<file path="src/rtl/sprite_pkg.sv">
// Shared sprite command definitions used by the arbiter and the sprite controller.
// Holds the op codes, command field positions and the command struct layout.
package sprite_pkg;

    localparam int unsigned CMD_W       = 80;
    localparam int unsigned FIELD_OP_HI = 79;
    localparam int unsigned FIELD_OP_LO = 77;

    typedef enum logic [2:0] {
        SPRITE_NOP  = 3'd0,
        SPRITE_LOAD = 3'd1,
        SPRITE_MOVE = 3'd2,
        SPRITE_WFB  = 3'd3,
        SPRITE_DFB  = 3'd4,
        SPRITE_ATTR = 3'd5,
        SPRITE_PAL  = 3'd6,
        SPRITE_RSV  = 3'd7
    } sprite_op_t;

    typedef struct packed {
        sprite_op_t  op;
        logic [76:0] payload;
    } sprite_command_t;

    localparam sprite_command_t DFB_MARKER = '{op: SPRITE_DFB, payload: '0};

    typedef enum logic {
        ARB_RUN,
        ARB_EMIT
    } arb_state_t;

    function automatic int unsigned idx_w(input int unsigned n);
        return (n > 1) ? $clog2(n) : 1;
    endfunction

endpackage

</file>
<file path="src/rtl/sprite_cmd_arbiter_pick.sv">
// Combinational round-robin picker: first set request at or after rr_ptr, wrapping.
// Produces a one-hot grant plus the binary index of the winner.
module rr_priority_pick
    import sprite_pkg::*;
#(
    parameter int unsigned NUM_REQ = 2
) (
    input  logic [NUM_REQ-1:0]          req,
    input  logic [idx_w(NUM_REQ)-1:0]   rr_ptr,
    output logic [NUM_REQ-1:0]          grant,
    output logic [idx_w(NUM_REQ)-1:0]   grant_idx,
    output logic                        grant_valid
);

    localparam int unsigned PW = idx_w(NUM_REQ);

    always_comb begin
        int unsigned     j;
        logic [PW-1:0]   jj;
        grant       = '0;
        grant_idx   = '0;
        grant_valid = 1'b0;
        for (int unsigned k = 0; k < NUM_REQ; k++) begin
            j  = (32'(rr_ptr) + k) % NUM_REQ;
            jj = PW'(j);
            if (!grant_valid && req[jj]) begin
                grant_valid = 1'b1;
                grant[jj]   = 1'b1;
                grant_idx   = jj;
            end
        end
    end

endmodule

</file>
<file path="src/rtl/sprite_cmd_arbiter.sv">
// Round-robin, credit-flow-controlled arbiter for the sprite command channel.
// Absorbs member DFBs until every frame member has one, then emits a single merged DFB.
module sprite_cmd_arbiter
    import sprite_pkg::*;
#(
    parameter int unsigned NUM_REQ    = 2,
    parameter int unsigned FIFO_DEPTH = 8
) (
    input  logic                      clk,
    input  logic                      rst,
    input  logic [NUM_REQ-1:0]        req_valid,
    input  logic [CMD_W*NUM_REQ-1:0]  req_cmd,
    output logic [NUM_REQ-1:0]        req_ready,
    input  logic [NUM_REQ-1:0]        frame_member,
    input  logic                      sink_consume,
    output logic                      out_produce,
    output logic [CMD_W-1:0]          out_command,
    output logic                      frame_done,
    output logic [15:0]               frame_count,
    output logic [NUM_REQ-1:0]        dfb_pending
);

    localparam int unsigned    PW         = idx_w(NUM_REQ);
    localparam int unsigned    CW         = $clog2(FIFO_DEPTH + 1);
    localparam logic [CW-1:0]  CREDIT_MAX = CW'(FIFO_DEPTH);

    arb_state_t       state, state_nxt;
    logic [CW-1:0]    credits;
    logic [PW-1:0]    rr_ptr;
    logic [NUM_REQ-1:0] eligible, pick_grant;
    logic [PW-1:0]    pick_idx;
    logic             pick_valid;
    logic             barrier_done, emit_fire, accept, absorb, load_out;
    sprite_command_t  slice_cmd [NUM_REQ];
    sprite_command_t  granted;

    for (genvar g = 0; g < NUM_REQ; g++) begin : g_slice
        assign slice_cmd[g] = sprite_command_t'(req_cmd[g*CMD_W +: CMD_W]);
    end

    assign eligible     = req_valid & ~dfb_pending;
    assign barrier_done = (|frame_member) && ((dfb_pending & frame_member) == frame_member);

    rr_priority_pick #(.NUM_REQ(NUM_REQ)) u_pick (
        .req         (eligible),
        .rr_ptr      (rr_ptr),
        .grant       (pick_grant),
        .grant_idx   (pick_idx),
        .grant_valid (pick_valid)
    );

    always_comb begin
        state_nxt = state;
        req_ready = '0;
        emit_fire = 1'b0;
        case (state)
            ARB_RUN: begin
                if (barrier_done) begin
                    state_nxt = ARB_EMIT;
                end else if (pick_valid && (credits != '0) && !rst) begin
                    req_ready = pick_grant;
                end
            end
            ARB_EMIT: begin
                if (credits != '0) begin
                    emit_fire = 1'b1;
                    state_nxt = ARB_RUN;
                end
            end
            default: state_nxt = ARB_RUN;
        endcase
    end

    assign granted  = slice_cmd[pick_idx];
    assign accept   = |req_ready;
    assign absorb   = accept && (granted.op == SPRITE_DFB) && frame_member[pick_idx];
    assign load_out = (accept && !absorb) || emit_fire;

    always_ff @(posedge clk or posedge rst) begin
        if (rst) begin
            state       <= ARB_RUN;
            credits     <= CREDIT_MAX;
            rr_ptr      <= '0;
            dfb_pending <= '0;
            out_produce <= 1'b0;
            out_command <= '0;
            frame_done  <= 1'b0;
            frame_count <= '0;
        end else begin
            state       <= state_nxt;
            out_produce <= load_out;
            frame_done  <= emit_fire;
            if (load_out)
                out_command <= emit_fire ? DFB_MARKER : granted;
            if (emit_fire)
                frame_count <= frame_count + 16'd1;
            if (accept)
                rr_ptr <= (pick_idx == PW'(NUM_REQ - 1)) ? '0 : pick_idx + PW'(1);
            if (emit_fire)
                dfb_pending <= '0;
            else if (absorb)
                dfb_pending[pick_idx] <= 1'b1;
            // Credit is taken when out_produce is loaded, so a back-to-back grant never sees stale space.
            if (load_out && !sink_consume)
                credits <= credits - CW'(1);
            else if (!load_out && sink_consume && (credits != CREDIT_MAX))
                credits <= credits + CW'(1);
        end
    end

endmodule
</file>
<file path="config.mk">
export PLATFORM = sky130hd
export DESIGN_NAME = sprite_cmd_arbiter
export DESIGN_NICKNAME = d
export VERILOG_FILES = /design/src/rtl/sprite_pkg.sv /design/src/rtl/sprite_cmd_arbiter_pick.sv /design/src/rtl/sprite_cmd_arbiter.sv
export SDC_FILE = /design/constraint.sdc
export NUM_CORES = 1
export LEC_CHECK = 0
export CELL_PAD_IN_SITES_DETAIL_PLACEMENT = 1
export CELL_PAD_IN_SITES_GLOBAL_PLACEMENT = 2
export CORE_UTILIZATION = 25
export CTS_BUF_LIST = sky130_fd_sc_hd__clkbuf_4 sky130_fd_sc_hd__clkbuf_8
export CTS_CLUSTER_DIAMETER = 60
export DETAILED_ROUTE_END_ITERATION = 8
export GPL_TIMING_DRIVEN = 0
export PLACE_DENSITY = 0.92
export SLEW_MARGIN = 20
export SYNTH_ARGS = -nofsm -noshare
export SYNTH_HDL_FRONTEND = slang
export SYNTH_SLANG_ARGS = --single-unit
</file>
<file path="constraint.sdc">
create_clock -name clk -period 4.55 [get_ports clk]
set_input_delay 0.91 -clock clk [delete_from_list [all_inputs] [get_ports clk]]
set_output_delay 0.91 -clock clk [all_outputs]
set_load 0.01 [all_outputs]
</file>
* Yosys cells after proc, flatten, opt, wreduce, memory -nomap -nowiden
Index checks and enable logic that the tools add are counted.
Storage, ports and cells: flip-flop bits (word level) 106, input port bits 167, output and inout bits 102, word-level logic and storage cells 89
Operators by class: $add $sub $neg 5, $lt $le $gt $ge 7, equality and inequality tests 3, mux-type cells 35, bitwise operators 7, reduce and logical (&&, ||, !) cells 24
Operators by type and width (number):
- two-way mux 80 bit | 4
- two-way mux 1 bit | 18
- adder 16 x 1 -> 16 bit (second input constant) | 1
- two-way mux 2 bit | 7
- logical AND 1 bit | 13
- two-way mux 4 bit | 2
- < comparator 1 x 2 -> 1 bit (second input constant) | 3
- logical NOT 1 bit | 5
- adder 4 x 1 -> 4 bit (second input constant) | 1
- bitwise AND 2 bit | 2
- inequality test 4 bit (second input constant) | 1
- bitwise OR 2 bit | 2
- nonzero test 2 bit | 2
- nonzero test 4 bit | 1
- OR reduction 2 bit | 2
- subtractor 4 x 1 -> 4 bit (second input constant) | 1
- demux 1 bit (select 1 bit) | 3
- == test 3 bit (second input constant) | 1
- >= comparator 1 bit (second input constant) | 3
- adder 1 bit (second input constant) | 2
- == test 2 bit | 1
- >= comparator 2 bit (second input constant) | 1
- NOT 1 -> 2 bit | 1
- NOT 2 bit | 1
- other kinds (3) | 3

* Depth between registers and ports, before layout
depth in word-level cells 24, mapped depth 13, mapped depth without buffers 11

* Hierarchy
Synthesis repeated with hierarchy kept, for this count alone.
Unflattened totals: cells, all modules 487, area, all modules 5424.0 sq um
By module, submodules not included:
- sprite_cmd_arbiter | times used 1, cells each 482, area an instance 5391.4 sq um, sequential area each 2653.8 sq um
- rr_priority_pick | times used 1, cells each 5, area an instance 32.5 sq um, sequential area each 0.0 sq um

* Worst setup path before layout
OpenSTA, ideal clock, no wires.
path kind input to register, start in req_valid[0], end reg credits[3], library setup time 0.062 ns, data arrival time 3.469 ns, data required time 4.488 ns, path slack 1.019 ns, stages on the path 13, buffers on the path 2, cell sequence nor3b_1 or4b_4 and4_1 buf_6 buf_6 o21ai_1 inv_2 ha_1 a21o_1 a21o_1 or3_1 mux2i_1 a311o_1
On the way: longest elaborated chain between the ends 22, elaborated cells between the ends (all ways) 38, classes of those cells eq/ne (1); mux (19); bitwise (3); reduce/logical (15)
RTL lines:
- from (decl) | RTL line sprite_cmd_arbiter.sv:11 | input logic [NUM_REQ-1:0] req_valid,
- bitwise AND 2 bit * | RTL line sprite_cmd_arbiter.sv:41 | assign eligible = req_valid & ~dfb_pending;
- two-way mux 1 bit (implied by the code) (2 in series) | RTL line sprite_cmd_arbiter_pick.sv:26 | if (!grant_valid && req[jj]) begin
- two-way mux 1 bit | RTL line sprite_cmd_arbiter_pick.sv:26
- logical NOT 1 bit | RTL line sprite_cmd_arbiter_pick.sv:26
- logical AND 1 bit | RTL line sprite_cmd_arbiter_pick.sv:26
- two-way mux 1 bit | RTL line sprite_cmd_arbiter_pick.sv:26
- logical AND 1 bit (2 in series) | RTL line sprite_cmd_arbiter.sv:60 | end else if (pick_valid && (credits != '0) && !rst) begin
- two-way mux 2 bit | RTL line sprite_cmd_arbiter.sv:60
- [... 2 more ...]
- OR reduction 2 bit | RTL line sprite_cmd_arbiter.sv:75 | assign accept = |req_ready;
- logical AND 1 bit (2 in series) | RTL line sprite_cmd_arbiter.sv:76 | assign absorb = accept && (granted.op == SPRITE_DFB) && frame_member[pick_idx];
- logical NOT 1 bit | RTL line sprite_cmd_arbiter.sv:77 | assign load_out = (accept && !absorb) || emit_fire;
- logical AND 1 bit * | RTL line sprite_cmd_arbiter.sv:77
- logical OR 1 bit * | RTL line sprite_cmd_arbiter.sv:77
- logical NOT 1 bit | RTL line sprite_cmd_arbiter.sv:106 | else if (!load_out && sink_consume && (credits != CREDIT_MAX))
- logical AND 1 bit (2 in series) | RTL line sprite_cmd_arbiter.sv:106
- nonzero test 2 bit (no line)
- to (signal assigned) | RTL line sprite_cmd_arbiter.sv:105 | credits <= credits - CW'(1);
- to (signal assigned) | RTL line sprite_cmd_arbiter.sv:107 | credits <= credits + CW'(1);
- to (decl) | RTL line sprite_cmd_arbiter.sv:28 | logic [CW-1:0] credits;
Mark *: on every way between the ends. The rest lies on a longest branch, timed or not. The select of a mux whose other input is x is not followed. A chain may end at the register's enable or synchronous reset.

* Worst setup path in the final report
start in req_valid[0], end out req_ready[1]
On the way: longest elaborated chain between the ends 12, elaborated cells between the ends (all ways) 17, classes of those cells mux (11); bitwise (2); reduce/logical (4)
RTL lines:
- bitwise AND 2 bit * | RTL line sprite_cmd_arbiter.sv:41
- two-way mux 1 bit (implied by the code) (2 in series) | RTL line sprite_cmd_arbiter_pick.sv:26
- two-way mux 1 bit | RTL line sprite_cmd_arbiter_pick.sv:26
- logical NOT 1 bit | RTL line sprite_cmd_arbiter_pick.sv:26
- logical AND 1 bit | RTL line sprite_cmd_arbiter_pick.sv:26
- two-way mux 1 bit | RTL line sprite_cmd_arbiter_pick.sv:26
- logical AND 1 bit (2 in series) | RTL line sprite_cmd_arbiter.sv:60
- two-way mux 2 bit * | RTL line sprite_cmd_arbiter.sv:60
- two-way mux 2 bit * | RTL line sprite_cmd_arbiter.sv:58 | if (barrier_done) begin
- two-way mux 2 bit * | RTL line sprite_cmd_arbiter.sv:56 | case (state)
- to (decl) | RTL line sprite_cmd_arbiter.sv:13 | output logic [NUM_REQ-1:0] req_ready,
Marked as above.

==> flow_summary_export.csv <==
group,metric,value,unit
status,outcome,"finished, final reports clean",
route,vias_per_cell,4.65,
clock_tree,clock-root-buffer,"clkbuf_8",
synthesis,async_flop_share,1.00,
finish,multi_input_area,2780,um2
route,drt_wl_total,19500,um
finish,final_common_cell,"clkdlybuf4s50_1",
sta,hold-worst-slack,0.476,ns
grt,grt-ovfl-total,0,
finish,final_cell_count_no_fill,1063,
setup_path,critPathMaxFanout,10,
grt,antenna_found_initial,1,
route,ant_nets,0,
die,ios,269,
die,coreArea,22100,um2
sta,rsz0062_at_grt,"false",
placed_design,hpwl,15100,um
synthesis,netlist_top_cells_area,"dfrtp_1, a211oi_2, mux2i_1, nor2_1, buf_6",
min_path,hp-class,"flip-flop to flip-flop",
placed_design,dp_cells,1046,
grt,grt_pass1_vias,5422,
die,rows,54,
finish,fillers,2455,
die,dieHeight,153,um
synthesis,avgSynthCellArea,11.5,um2
clock_tree,post_cts_buffers,0,
pwr,ir_drop,0.202,mV
finish,final_layout_size_suffix_gt1_frac,0.162,
grt,grt_start_max_net_pins,61,
clock_tree,clk_path_buf_depth,2,
route,vias,4940,
synthesis,ys_ff_latch,106,
synthesis,syn-instance-count,497,
sta,drv_slew,0,
grt,grt_use_total,0.170,
clock_tree,clkLatencyLatePin,0.38,ns
clock_tree,post_cts_resized,0,
route,drt-initial-drc-count,159,
synthesis,synth-edff-count,0,
die,die_w,153,um
placed_design,place.port_buffers,268,
finish,final_cell_mix,"clkdlybuf4s50_1, dfrtp_1, nor2_1",
sta,hold_viol_final,0,
pwr,finalPower,4.90,mW
sta,finalCriticalPeriod,4.23,ns
finish,seqCellArea,2650,um2
route,dr.pass1.iters,4,
setup_path,end_kind,"primary output",
clock_tree,clock_sinks,106,
synthesis,synth_nets,668,
finish,syn_to_final_growth,57.2,%
pwr,cellPowerDensity,545,nW/um2
sta,skew,0.0137,ns
synthesis,yosysTopAreaCellShare,0.459,
sta,tightest_slew,0.806,ns
clock_tree,cts_htree_levels,3,
grt,grt_pass1_wl,30800,um
clock_tree,path_clk_slew,0.10,ns
synthesis,synth_area,5720,um2
die,initial_core_util,0.259,
setup_path,path_class,"input pin to primary output",
pwr,p_leak,3.80,nW
sta,setup_viol,0,
synthesis,ys_seq_area_frac,0.464,
sta,fmax,0.236,GHz
synthesis,synth_cell_types,48,
setup_path,required,3.64,ns
synthesis,yosys_warnings,0,
sta,period_share,0.930,
job,max-cap-violations,0,
placed_design,routabilityCongestion,0.757,
route,detail_route.wl_per_cell,18.4,um
sta,max_slew_margin,0.463,
min_path,whs_path_depth,1,
setup_path,critPathArrivalTime,3.32,ns
setup_path,reg2reg_depth,11,
synthesis,synthFlopType,"dfrtp_1",
clock_tree,tritoncts,"built",
route,drc,0,
clock_tree,cts_hold_buffers,0,
die,die-area,23500,um2
synthesis,yosys.area.top_type,"dfrtp_1",
setup_path,startpoint_type,"input pin",
finish,nNetsFinal,948,
clock_tree,cts_inserted_buffers,9,
finish,final_core_util,0.407,
cell families after synthesis:
family / synth area share
mux: 0.149
flops: 0.464
fa+ha+maj: 0.0101
xor+xnor: 0.0260
compound gates: 0.194
simple gates: 0.107
buf+inv: 0.0497
sequential cells by signal, indices dropped and copies added, names as in the netlist:
register,cells
credits,4
frame_count,16
rr_ptr,1
out_produce,1
out_command,80
frame_done,1
state,1
dfb_pending,2
per-stage QoR:
stage / setup TNS [ns] / setup WS, ns / area (um2)
2_1_floorplan: 0 / 0.853 / 5720
5_1_grt: 0 / 0.0848 / 8990
3_3_place_gp: -124.52 / -1.19 / 8750
6_report: 0 / 0.319 / 8990
4_1_cts: 0 / 0.276 / 8990
3_5_place_dp: 0 / 0.246 / 8780
synthesized netlist by cell type, types with 2 or more instances:
master and number:
mux2i_1 82, clkbuf_1 11, nand3_1 9, mux2_2 2
nand2_1 13, nor2_1 90, or3_1 2, and4_1 2
o21ai_0 2, o2bb2ai_1 3, dfrtp_1 105, xnor2_1 13
a211oi_2 69, ha_1 3, nor3_1 3, inv_1 6
buf_2 14, o22ai_1 3, buf_4 2, and3_1 4
a211oi_1 8, buf_6 11, a21oi_1 3, nand2b_1 2
nand4_1 4, a21o_1 2, xor2_1 4, o21ai_1 2
inv_2 3, nor3b_1 2
cell type report:
class / instances / share of cell area
Antenna cell: 1 / 0.000278
Buffer: 38 / 0.0278
Clock buffer: 10 / 0.0146
Clock inverter: 6 / 0.00780
Inverter: 9 / 0.00432
Multi-Input combinational cell: 344 / 0.309
Sequential cell: 106 / 0.295
Tap cell: 280 / 0.0390
Timing Repair Buffer: 269 / 0.302
final timing paths:
| check | start | slack [ns] | endpoint |
|---|---|---|---|
| max | req_valid[0] | 0.32 | req_ready[1] |
| max reg2reg | credits[0] | 1.00 | credits[3] |
| min in group asynchronous | rst | 1.00 | out_command[79] |
| min reg2reg | frame_count[15] | 0.48 | frame_count[15] |
| min | frame_count[15] | 0.48 | frame_count[15] |
| max in group asynchronous | rst | 2.86 | out_command[32] |
power by group:
part | internal, mW | switching [mW] | leakage (nW)
sequential | 1.32 | 0.241 | 1.35
clock | 0.269 | 0.357 | 0.105
combinational | 1.37 | 1.34 | 2.34
critical path, stage by stage:
cell,delay (ns)
clkdlybuf4s50_1,0.52
nor3b_1,0.35
or2_2,0.19
clkbuf_1,0.11
buf_2,0.32
buf_2,0.36
nor2_1,0.07
clkdlybuf4s50_1,0.50
per-layer routing:
metal | global-route usage | share of wire | vias to the layer above
li1 | - | - | 2348
met1 | 0.202 | 0.42 | 2442
met2 | 0.307 | 0.52 | 135
met3 | 0.0281 | 0.049 | 15
met4 | 0.0568 | 0.015 | 0
met5 | 0 | 0 | -
Power figures use the tool's default switching activity.
